## src/rtl/dp_pipeline_pkg.sv

```systemverilog
// Shared types and defaults for the elastic inter-stage pipeline registers.
package dp_pipeline_pkg;

  // Register fill state; the encoding doubles as the occupancy count.
  typedef enum logic [1:0] {
    ST_EMPTY = 2'd0,
    ST_FULL  = 2'd1,
    ST_SKID  = 2'd2
  } dp_state_t;

  // ID/EX boundary payload; its width sets the default DATA_W.
  typedef struct packed {
    logic [4:0]  A1;
    logic [4:0]  A2;
    logic [4:0]  A3;
    logic [4:0]  A4;
    logic [31:0] RD1;
    logic [31:0] RD2;
    logic [15:0] PC;
    logic [15:0] PCNext;
    logic [11:0] ExtImm;
  } id_ex_payload_t;

  localparam int DATA_W_DEF = $bits(id_ex_payload_t);
  localparam int CNT_W_DEF  = 16;

endpackage

```

## src/rtl/dp_elastic_pipeline_register_cnt.sv

```systemverilog
// Saturating performance counter: clear beats increment, never wraps.
module dp_sat_counter #(
  parameter int W = 16
) (
  input  logic         i_clk,
  input  logic         i_reset,
  input  logic         i_clear,
  input  logic         i_inc,
  output logic [W-1:0] o_cnt
);

  logic [W-1:0] r_cnt;

  // Count qualifying cycles, sticking at all-ones.
  always_ff @(posedge i_clk or posedge i_reset) begin
    if (i_reset)                       r_cnt <= '0;
    else if (i_clear)                  r_cnt <= '0;
    else if (i_inc && (r_cnt != '1))   r_cnt <= r_cnt + W'(1);
  end

  assign o_cnt = r_cnt;

endmodule

```

## src/rtl/dp_elastic_pipeline_register.sv

```systemverilog
// Valid/ready pipeline register with a 2-entry skid buffer, flush, and
// stall/flush performance counters. in_ready comes straight from a flop.
module dp_elastic_pipeline_register
  import dp_pipeline_pkg::*;
#(
  parameter int DATA_W        = DATA_W_DEF,
  parameter int CNT_W         = CNT_W_DEF,
  parameter bit ZERO_ON_EMPTY = 1'b1
) (
  input  logic              i_clk,
  input  logic              i_reset,
  input  logic              i_flush,
  input  logic              i_in_valid,
  output logic              o_in_ready,
  input  logic [DATA_W-1:0] i_in_data,
  output logic              o_out_valid,
  input  logic              i_out_ready,
  output logic [DATA_W-1:0] o_out_data,
  output logic [1:0]        o_occupancy,
  input  logic              i_cnt_clear,
  output logic [CNT_W-1:0]  o_stall_cnt,
  output logic [CNT_W-1:0]  o_flush_cnt
);

  dp_state_t         r_state, w_state_nxt;
  logic [DATA_W-1:0] r_main, r_skid;
  logic              r_in_ready, r_out_valid;
  logic              w_accept, w_consume, w_stall, w_flush_hit;

  assign w_accept  = i_in_valid & r_in_ready;
  assign w_consume = r_out_valid & i_out_ready;
  assign w_stall   = r_out_valid & ~i_out_ready;

  // A flush counts only if something live is thrown away: a held entry that
  // is not leaving this edge, the skid entry, or a same-cycle accept.
  assign w_flush_hit = i_flush & ((r_state == ST_SKID) |
                                  ((r_state == ST_FULL) & ~w_consume) |
                                  w_accept);

  // State register plus the registered handshake flags derived from next state.
  always_ff @(posedge i_clk or posedge i_reset) begin
    if (i_reset) begin
      r_state     <= ST_EMPTY;
      r_in_ready  <= 1'b1;
      r_out_valid <= 1'b0;
    end else begin
      r_state     <= w_state_nxt;
      r_in_ready  <= (w_state_nxt != ST_SKID);
      r_out_valid <= (w_state_nxt != ST_EMPTY);
    end
  end

  // Next-state logic; flush overrides every transition.
  always_comb begin
    w_state_nxt = r_state;
    if (i_flush) begin
      w_state_nxt = ST_EMPTY;
    end else begin
      case (r_state)
        ST_EMPTY: if (w_accept) w_state_nxt = ST_FULL;
        ST_FULL: begin
          if (w_accept && !w_consume)      w_state_nxt = ST_SKID;
          else if (!w_accept && w_consume) w_state_nxt = ST_EMPTY;
        end
        ST_SKID:  if (w_consume) w_state_nxt = ST_FULL;
        default:  w_state_nxt = ST_EMPTY;
      endcase
    end
  end

  // Payload storage: main always holds the oldest entry, skid the younger one.
  always_ff @(posedge i_clk or posedge i_reset) begin
    if (i_reset) begin
      r_main <= '0;
      r_skid <= '0;
    end else if (i_flush) begin
      if (ZERO_ON_EMPTY) begin
        r_main <= '0;
        r_skid <= '0;
      end
    end else begin
      case (r_state)
        ST_EMPTY: if (w_accept) r_main <= i_in_data;
        ST_FULL: begin
          if (w_accept && w_consume) r_main <= i_in_data;
          else if (w_accept)         r_skid <= i_in_data;
        end
        ST_SKID:  if (w_consume) r_main <= r_skid;
        default: ;
      endcase
    end
  end

  // Outputs: occupancy mirrors the state encoding; empty slots read as a NOP bubble.
  always_comb begin
    o_occupancy = r_state;
    o_out_data  = (ZERO_ON_EMPTY && !r_out_valid) ? '0 : r_main;
  end

  assign o_in_ready  = r_in_ready;
  assign o_out_valid = r_out_valid;

  dp_sat_counter #(.W(CNT_W)) u_stall_cnt (
    .i_clk   (i_clk),
    .i_reset (i_reset),
    .i_clear (i_cnt_clear),
    .i_inc   (w_stall),
    .o_cnt   (o_stall_cnt)
  );

  dp_sat_counter #(.W(CNT_W)) u_flush_cnt (
    .i_clk   (i_clk),
    .i_reset (i_reset),
    .i_clear (i_cnt_clear),
    .i_inc   (w_flush_hit),
    .o_cnt   (o_flush_cnt)
  );

endmodule

```

## config.mk

```make
export PLATFORM = sky130hd
export DESIGN_NAME = dp_elastic_pipeline_register
export DESIGN_NICKNAME = d
export VERILOG_FILES = /design/src/rtl/dp_pipeline_pkg.sv /design/src/rtl/dp_elastic_pipeline_register_cnt.sv /design/src/rtl/dp_elastic_pipeline_register.sv
export SDC_FILE = /design/constraint.sdc
export NUM_CORES = 1
export LEC_CHECK = 0
export ABC_AREA = 1
export CAP_MARGIN = 40
export CORE_MARGIN = 1.5
export CORE_UTILIZATION = 35
export CTS_CLUSTER_DIAMETER = 80
export CTS_CLUSTER_SIZE = 14
export DETAILED_ROUTE_END_ITERATION = 6
export PLACE_DENSITY = 0.67
export SETUP_SLACK_MARGIN = 0.4
export SYNTH_ARGS = -nofsm -noshare
export SYNTH_HDL_FRONTEND = slang
export SYNTH_SLANG_ARGS = --single-unit
export TNS_END_PERCENT = 1
```

## constraint.sdc

```tcl
create_clock -name i_clk -period 12.37 [get_ports i_clk]
set_input_delay 2.474 -clock i_clk [delete_from_list [all_inputs] [get_ports i_clk]]
set_output_delay 2.474 -clock i_clk [all_outputs]
set_load 0.005 [all_outputs]
```

==> out/qor.yml, run 1 <==
place:
  port_buffers: 297
  place_area_sq_um: 18100
  gp_congestion: 0.842
  dp_hpwl_um: 26100
critical_path:
  path_max_fanout: 71
  crit_family: "buffers and inverters"
  path_cells: "buf_4 > buf_16 > nand2_1 > inv_1 > clkdlybuf4s50_1"
  path_buf_inv: 4
  critPathKind: "reg2out"
  crit_required_ns: 9.90
  crit_arrival_ns: 2.77
  critPathLaunchType: "flip-flop"
  slowest_delay_ns: 0.77
  cp-end-kind: "output port"
  crit_path_top_delay_cell: "dfrtp_4"
power_and_ir_drop:
  powerDensity_nw_per_um2: 123
  p_leak_nw: 9.28
  ir_worst_vdd_uv: 77.5
cts:
  clock_sinks: 292
  clock_latency_ns: 0.53
  numCtsBuffers: 25
  cts_tree: "done"
  ctsHoldBuffers: 0
  ctsResizeCount: 0
  post_cts_buffers: 0
  clk_pin_slew_ns: 0.06
  clock_path_buffers: 3
  cts-htree-levels: 1
  clockRootBuffer: "clkbuf_16"
cells_and_area:
  layout-drive-gt1-share_pct: 4.11
  nets: 2202
  final_util_pct: 45.0
  area_growth_pct: 27.4
  finish.instance_area_sq_um: 18800
  final_common_cell: "nand2_1"
  mostFrequentLayoutCells: "nand2_1, clkdlybuf4s50_1, dfrtp_1"
routing:
  dr_wl_met3_um: 2380
  drt-initial-drc-count: 1001
  wl_um: 42200
  met1_length_um: 19400
  wl_met2_um: 19700
  drc: 0
  ant_nets: 0
  top_layer: "met4"
  viasPerCell: 5.13
  post_drt_wl_per_cell_um: 16.1
  route.vias.total: 13400
  first_pass_iters: 5
floorplanning:
  die_w_um: 208
  rows: 75
  die_y_um: 208
  pin_count: 298
  fp.coreArea_sq_um: 41800
  start_util_pct: 35.3
  dieArea_sq_um: 43400
synthesis:
  synth.ff_latch_count: 292
  yosysWarnings: 0
  syn_inst: 1867
  synth_fp_nets: 2003
  yosysSeqAreaShare_pct: 49.6
  netlist_area_sq_um: 14700
  netlist-cell-type-count: 27
  postSynthAreaPerCell_sq_um: 7.90
sta:
  finalCritPeriodShare_pct: 42.4
  fin_tns_setup_ns: 0
  worst_slew_pin_slew_ns: 0.933
  hold_slack_ns: 0.507
  post-route-min-period_ns: 5.24
  setup-violations-final: 0
  hold_violations: 0
  slew-limit-headroom_pct: 37.8
  worst_clock_skew_ns: 0.0103
  fmax_ghz: 0.191
  drv_slew: 0
  rsz0062_at_grt: "no"
global_route:
  grt_pass1_vias: 13000
  gr-total-overflow: 0
  grt_max_degree: 155
  track_usage_pct: 19.1
  antenna_found_initial: 2
  grt_first_pass_wirelength_um: 69100
outcome:
  outcome: "complete, no violations"
min_path:
  hold_class: "reg2reg"
job:
  cap_violations: 0
kinds of logic (layout without fill, tap and decap cells):
group / Yosys count / count (layout) / share of synthesized area (%)
fa+ha+maj: 2 / 2 / 0.170
other cells: 0 / 2 / 0
xor+xnor: 11 / 11 / 0.654
buf+inv: 429 / 632 / 11.6
compound gates: 334 / 334 / 14.2
simple gates: 799 / 799 / 23.9
flops: 292 / 292 / 49.6
through the flow:
| step | std cells | setup WS, ns | total power, W |
|---|---|---|---|
| 6_report | 2611 | 7.13 | 0.00230 |
| 5_1_grt | 2611 | 6.94 | 0.00243 |
| 4_1_cts | 2609 | 7.03 | 0.00233 |
| 3_5_place_dp | 2578 | 6.98 | 0.00160 |
| 3_3_place_gp | 2570 | 6.68 | 0.00157 |
| 2_1_floorplan | 1867 | 1.84 | 0.00138 |
registers in the layout (all words and copies together) (netlist names):
| signal | cells |
|---|---|
| o_occupancy | 2 |
| u_stall_cnt.o_cnt | 16 |
| o_out_valid | 1 |
| r_skid | 128 |
| u_flush_cnt.o_cnt | 16 |
| r_main | 128 |
| o_in_ready | 1 |
metal layers:
metal	global-route usage (%)	vias to the layer above
li1	-	6503
met1	27.2	6401
met2	30.7	460
met3	2.60	43
met4	4.56	0
met5	0	-
tightest hold or removal path: stages (launching register included):
cell and delay (ns):
dfrtp_1 0.34, nand3_1 0.06, o21ai_0 0.07
power by group:
group          switching (W)  internal, W
combinational       0.000282     0.000192
sequential         0.0000565      0.00105
clock               0.000353     0.000373
total               0.000691      0.00161
final cells by class:
| cell class | count | area (sq um) |
|---|---|---|
| fill | 4025 | 23000 |
| antenna | 2 | 5.00 |
| clock inverter | 2 | 15.0 |
| tap | 539 | 674 |
| multi-input combinational | 1146 | 5760 |
| sequential | 292 | 7310 |
| timing repair buffer | 317 | 3270 |
| inverter | 284 | 1080 |
| clock buffer | 29 | 661 |
worst paths after layout:
path	cells after the start	start	endpoint	slack (ns)
min	2	r_skid[56]	r_skid[56]	0.51
max reg2reg	8	o_out_valid	r_main[16]	9.24
max in group asynchronous	4	i_reset	u_flush_cnt.o_cnt[12]	8.41
min in group asynchronous	2	i_reset	r_skid[100]	2.29
max	5	o_out_valid	o_out_data[80]	7.13
min reg2reg	2	r_skid[56]	r_skid[56]	0.51
synth_stat cells (all sizes together):
cell type,n,area [sq um]
nand3,279,1410
a21oi,2,10.0
inv,284,1070
o21ai,198,991
dfrtp,291,7280
nand4,25,156
o31ai,64,480
nand3b,4,30.0
nand2,446,1690
buf,68,350
o21bai,6,45.0
xor2,11,96.3
o2111ai,64,561
clkbuf,77,289
or2,2,12.5
nor2,43,224
ha,2,25.0
dfstp,1,26.3
Power figures use the tool's default switching activity.
==> run 2: changes to the inputs <==
--- a/config.mk
+++ b/config.mk
@@ -12,7 +12,7 @@
 export CTS_CLUSTER_DIAMETER = 80
 export CTS_CLUSTER_SIZE = 14
 export DETAILED_ROUTE_END_ITERATION = 6
-export PLACE_DENSITY = 0.67
+export PLACE_DENSITY = 0.69
 export SETUP_SLACK_MARGIN = 0.4
 export SYNTH_ARGS = -nofsm -noshare
 export SYNTH_HDL_FRONTEND = slang
==> constraint.sdc (replaced) <==
create_clock -name i_clk -period 4.75 [get_ports i_clk]
set_input_delay 0.95 -clock i_clk [delete_from_list [all_inputs] [get_ports i_clk]]
set_output_delay 0.95 -clock i_clk [all_outputs]
set_load 0.005 [all_outputs]
==> run 2 against run 1 <==
Routed wire length is 2.9% lower. Sequential cell count stayed put. Clock skew is 0.0053 ns higher. Total power grew to 2.7 times the previous value. Register-to-register slack worse by 6.8 ns. Hold slack worse by 0.0022 ns. Largest power group unchanged. Non-clock buffer count is 6 higher. Global-route usage is 0.55 points lower. Critical path depth stayed put. Clock power grew to 2.8 times the previous value.
==> out/qor.yml, run 2 (synthesized netlist as in run 1, its figures left out) <==
outcome:
  outcome: "complete, no violations"  # unchanged
routing:
  wl_um: 41000  # was 42200 um
  drt-initial-drc-count: 971  # was 1001
  ant_nets: 0  # unchanged
  viasPerCell: 5.07  # was 5.13
  drc: 0  # unchanged
  post_drt_wl_per_cell_um: 15.6  # was 16.1 um
  first_pass_iters: 6  # was 5
  route.vias.total: 13300  # was 13400
global_route:
  grt_max_degree: 193  # was 155
  grt_first_pass_wirelength_um: 67500  # was 69100 um
  track_usage_pct: 18.5  # was 19.1%
  gr-total-overflow: 0  # unchanged
  grt_pass1_vias: 12900  # was 13000
  use_met2_pct: 30.4  # was 30.7%
  antenna_found_initial: 2  # unchanged
  busiest_layer: "met2"  # unchanged
  grt_use_met1_pct: 25.7  # was 27.2%
  grt_use_met3_pct: 2.93  # was 2.60%
power_and_ir_drop:
  powerDensity_nw_per_um2: 325  # was 123 nW/um^2
  total_power_w: 0.00614  # was 0.00230 W
  power.switching_w: 0.00182  # was 0.000691 W
  p_sw_share_pct: 29.6  # was 30.0%
  pwr-share-comb_pct: 19.9  # was 20.6%
  internal_power_w: 0.00432  # was 0.00161 W
  power_frac_seq_pct: 46.7  # was 47.9%
  pwr-share-clk_pct: 33.4  # was 31.5%
  p_leak_nw: 9.35  # was 9.28 nW
  ir_worst_vdd_uv: 225  # was 77.5 uV
cts:
  cts_tree: "done"  # unchanged
  post_cts_buffers: 0  # unchanged
  clk_pin_slew_ns: 0.07  # was 0.06 ns
  ctsResizeCount: 0  # unchanged
  clock_sinks: 292  # unchanged
  ctsHoldBuffers: 0  # unchanged
  clock_path_buffers: 3  # unchanged
  cts-htree-levels: 1  # unchanged
  clock_latency_ns: 0.54  # was 0.53 ns
  clockRootBuffer: "clkbuf_16"  # unchanged
  numCtsBuffers: 26  # was 25
floorplanning:
  start_util_pct: 35.3  # unchanged
  dieArea_sq_um: 43400  # unchanged
  die_w_um: 208  # unchanged
  fp.coreArea_sq_um: 41800  # unchanged
  pin_count: 298  # unchanged
  rows: 75  # unchanged
  die_y_um: 208  # unchanged
critical_path:
  cp-end-kind: "output port"  # unchanged
  slowest_delay_ns: 0.60  # was 0.77 ns
  r2r_end: "r_main[57]"  # was r_main[16]
  rr_worst_depth: 5  # was 8
  crit_path_top_delay_cell: "dfrtp_4"  # unchanged
  r2r_setup_slack_ns: 2.41  # was 9.24 ns
  crit_arrival_ns: 2.51  # was 2.77 ns
  critPathKind: "reg2out"  # unchanged
  crit_family: "buffers and inverters"  # unchanged
  crit_required_ns: 3.80  # was 9.90 ns
  critPathLaunchType: "flip-flop"  # unchanged
  path_max_fanout: 63  # was 71
  path_buf_inv: 4  # unchanged
  worstReg2RegStart: "o_out_valid"  # unchanged
  path_cells: "buf_16 > buf_4 > nand2_1 > inv_1 > clkdlybuf4s50_1"  # was buf_4 > buf_16 > nand2_1 > inv_1 > clkdlybuf4s50_1
place:
  gp_congestion: 0.850  # was 0.842
  dp_hpwl_um: 26000  # was 26100 um
  port_buffers: 297  # unchanged
  place_area_sq_um: 18100  # about the same
cells_and_area:
  layout-drive-gt1-share_pct: 4.45  # was 4.11%
  mostFrequentLayoutCells: "nand2_1, clkdlybuf4s50_1, dfrtp_1"  # unchanged
  finish.instance_area_sq_um: 18900  # was 18800 sq um
  area_growth_pct: 28.3  # was 27.4%
  regArea_sq_um: 7310  # unchanged
  final_common_cell: "nand2_1"  # unchanged
  fillers: 4079  # was 4025
  final_util_pct: 45.3  # was 45.0%
  nets: 2209  # was 2202
  reg.largest.list: "r_main: 128 flops, r_skid: 128 flops"  # unchanged
  multiInputGateArea_sq_um: 5760  # unchanged
min_path:
  whs_path_depth: 2  # unchanged
  hold_class: "reg2reg"  # unchanged
  hold_start: "r_skid[110]"  # was r_skid[56]
  whs_endpoint: "r_skid[110]"  # was r_skid[56]
sta:
  fin_tns_setup_ns: 0  # unchanged
  post-route-min-period_ns: 3.46
  worst_slew_pin_slew_ns: 1.16  # was 0.933 ns
  hold_violations: 0  # unchanged
  drv_slew: 0  # unchanged
  worst_clock_skew_ns: 0.0156  # was 0.0103 ns
  slew-limit-headroom_pct: 22.8  # was 37.8%
  finalCritPeriodShare_pct: 72.9
  rsz0062_at_grt: "no"  # unchanged
  fmax_ghz: 0.289
  setup-violations-final: 0  # unchanged
job:
  cap_violations: 0  # unchanged
[run 2: cell count changes in the layout (fill, tap and decap cells not counted), sizes merged]
cell,delta
inv,-1
buf,+6
diode,-1
clkinv,+2
bufinv,+1
clkbuf,+10
[run 2: stage by stage]
stage	setup WS [ns]	hold WS [ns]	cells
floorplan	-0.0743	0.473	1867
global placement	1.48	0.485	2579
detailed placement	1.66	0.494	2584
CTS	1.24	0.510	2627
global route	1.13	0.529	2628
finish	1.29	0.505	2628
[run 2: layout make-up]
type                    instances  area share (%)
clock inverters                 4           0.331
multi-input cells            1146            30.5
clock buffers                  39            3.81
well taps                     539            3.56
diodes                          1          0.0132
flip-flops and latches        292            38.7
inverters                     284            5.70
repair buffers                323            17.5
[run 2: power groups by stage]
stage	Clock (W)	Combinational (W)	Sequential, W
final	0.00205	0.00122	0.00287
after global routing	0.00220	0.00137	0.00289
after CTS	0.00212	0.00124	0.00286
after detailed placement	0	0.00124	0.00291
after global placement	0	0.00115	0.00294
after floorplan	0	0.000724	0.00286
[run 2: layer usage]
metal,wire length (um),up-vias,part of all wire (%)
met2,19200,351,47
met5,0,-,0
met1,18800,6397,46
met4,842,0,2.1
li1,-,6523,-
met3,2110,50,5.1
[run 2: worst max path at each step]
stage / from / to / cells past startpoint
floorplan: i_reset / o_occupancy[0] / 1
global placement: i_out_ready / r_skid[90] / 7
detailed placement: i_out_ready / r_main[9] / 8
CTS: o_out_valid / o_out_data[71] / 5
global route: o_out_valid / o_out_data[71] / 5
finish: o_out_valid / o_out_data[71] / 5
[run 2: worst reg2reg max path, cell delays in order (launching register included)]
cell and delay [ns]:
dfrtp_4 0.60, nand2_1 0.16, o21ai_1 0.19, nand3_4 0.13
buf_12 0.24, o31ai_1 0.91
==> run 3: changes to the inputs <==
==> constraint.sdc (replaced) <==
create_clock -name i_clk -period 3 [get_ports i_clk]
set_input_delay 0.6 -clock i_clk [delete_from_list [all_inputs] [get_ports i_clk]]
set_output_delay 0.6 -clock i_clk [all_outputs]
set_load 0.005 [all_outputs]
==> run 3 against run 2 <==
Sequential power is 57% higher. Via count is 2.8% higher. Worst setup slack worse by 0.89 ns. Final cell count is 0.65% higher. Clock power is 45% higher. Non-clock buffer count is 22 higher. Core utilization is 0.70 points higher. Clock-buffer cell count is 6 lower. First-iteration DRC count is 9.7% lower.
==> out/qor.yml, run 3 (synthesized netlist as in run 1, its figures left out) <==
power_and_ir_drop:
  total_power_w: 0.00972  # was 0.00614 W
  p_leak_nw: 9.50  # was 9.35 nW
  powerDensity_nw_per_um2: 506  # was 325 nW/um^2
  ir_worst_vdd_uv: 325  # was 225 uV
critical_path:
  critPathKind: "reg2out"  # unchanged
  cp-end-kind: "output port"  # unchanged
  path_max_fanout: 11  # was 63
  critPathLaunchType: "flip-flop"  # unchanged
  crit_required_ns: 2.40  # was 3.80 ns
  crit_arrival_ns: 2.01  # was 2.51 ns
cts:
  cts_tree: "done"  # unchanged
  clock_path_buffers: 3  # unchanged
  clk_pin_slew_ns: 0.07  # about the same
  clockRootBuffer: "clkbuf_16"  # unchanged
  clock_latency_ns: 0.55  # was 0.54 ns
  numCtsBuffers: 25  # was 26
  clock_sinks: 292  # unchanged
  ctsHoldBuffers: 0  # unchanged
  cts-htree-levels: 1  # unchanged
routing:
  route.vias.total: 13700  # was 13300
  post_drt_wl_per_cell_um: 16.6  # was 15.6 um
  viasPerCell: 5.18  # was 5.07
  ant_nets: 0  # unchanged
  first_pass_iters: 5  # was 6
  drt-initial-drc-count: 877  # was 971
  drc: 0  # unchanged
  wl_um: 43900  # was 41000 um
global_route:
  track_usage_pct: 18.8  # was 18.5%
  grt_pass1_vias: 13000  # was 12900
  grt_max_degree: 148  # was 193
  gr-total-overflow: 0  # unchanged
  antenna_found_initial: 2  # unchanged
  grt_first_pass_wirelength_um: 68100  # was 67500 um
sta:
  setup_ws_ns: 0.394  # was 1.29 ns
  worst_clock_skew_ns: 0.0187  # was 0.0156 ns
  worst_slew_pin_slew_ns: 0.819  # was 1.16 ns
  hold_violations: 0  # unchanged
  slew-limit-headroom_pct: 45.4  # was 22.8%
  rsz0062_at_grt: "yes"  # was no
  post-route-min-period_ns: 2.61
  finalCritPeriodShare_pct: 86.9
  setup-violations-final: 0  # unchanged
  fmax_ghz: 0.384
  drv_slew: 0  # unchanged
cells_and_area:
  fillers: 4007  # was 4079
  final_common_cell: "nand2_1"  # unchanged
  regArea_sq_um: 7310  # unchanged
  fin_cells: 2645  # was 2628
  final_util_pct: 46.0  # was 45.3%
  mostFrequentLayoutCells: "nand2_1, clkdlybuf4s50_1, dfrtp_1"  # unchanged
  area_growth_pct: 30.3  # was 28.3%
  reg.largest.list: "r_main: 128 flops, r_skid: 128 flops"  # unchanged
  nets: 2230  # was 2209
  finish.instance_area_sq_um: 19200  # was 18900 sq um
  multiInputGateArea_sq_um: 5760  # unchanged
  layout-drive-gt1-share_pct: 5.37  # was 4.45%
floorplanning:
  dieArea_sq_um: 43400  # unchanged
  die_w_um: 208  # unchanged
  rows: 75  # unchanged
  die_y_um: 208  # unchanged
  fp.coreArea_sq_um: 41800  # unchanged
  pin_count: 298  # unchanged
  start_util_pct: 35.3  # unchanged
min_path:
  hold_class: "in2async"  # was reg2reg
place:
  dp_hpwl_um: 26300  # was 26000 um
  dp_cells: 2594  # was 2584
  gp_congestion: 0.875  # was 0.850
  dp_slack_ns: 0.572  # was 1.66 ns
  place_area_sq_um: 18300  # was 18100 sq um
  port_buffers: 297  # unchanged
job:
  cap_violations: 0  # unchanged
outcome:
  outcome: "complete, no violations"  # unchanged
[run 3: worst max-delay path: stages, from the launching register on]
cell,delay (ns)
dfrtp_4,0.48
buf_12,0.15
clkbuf_16,0.18
nand2_1,0.06
inv_1,0.09
clkdlybuf4s50_1,0.50
[run 3: metrics by stage]
stage	hold slack, ns	TNS (ns)
after CTS	0.379	0
after global routing	0.382	0
final	0.395	0
after detailed placement	0.495	0
after floorplan	0.473	-429.47
after global placement	0.486	0
[run 3: final cells by class]
type	instances	share of cell area [%]
Clock buffer	33	3.41
Sequential cell	292	38.1
Clock inverter	4	0.156
Inverter	284	5.61
Antenna cell	2	0.0261
Multi-Input combinational cell	1146	30.0
Tap cell	539	3.51
Timing Repair Buffer	345	19.2
[run 3: routing by layer]
layer  share of wire, %  global-route usage (%)
met1                 45                    26.2
met2                 48                    30.9
met3                5.1                    2.26
met4                2.2                    5.11
met5                  0                       0
[run 3: final timing paths]
kind	start	depth (start not counted)	slack [ns]	end
worst max-delay path	o_out_valid	5	0.39	o_out_data[57]
worst min-delay path	i_reset	2	0.39	r_skid[106]
worst max register to register	o_out_valid	8	0.73	r_main[101]
worst min register to register	r_skid[111]	2	0.51	r_skid[111]
max in group asynchronous	i_reset	3	1.68	o_out_valid
min in group i_clk	r_skid[111]	2	0.51	r_skid[111]
[run 3: power breakdown]
| part | leakage [nW] | switching, W | internal, W |
|---|---|---|---|
| Sequential | 3.90 | 0.000204 | 0.00431 |
| Combinational | 5.27 | 0.00129 | 0.000926 |
| Clock | 0.336 | 0.00146 | 0.00153 |
| Total | 9.50 | 0.00295 | 0.00677 |
[run 3: timing repair]
item                       in CTS  in global routing
resized for setup               5                  2
setup buffers                   0                  3
cloned                          1                  8
setup endpoints to repair     128                128
pin swaps                       0                  0
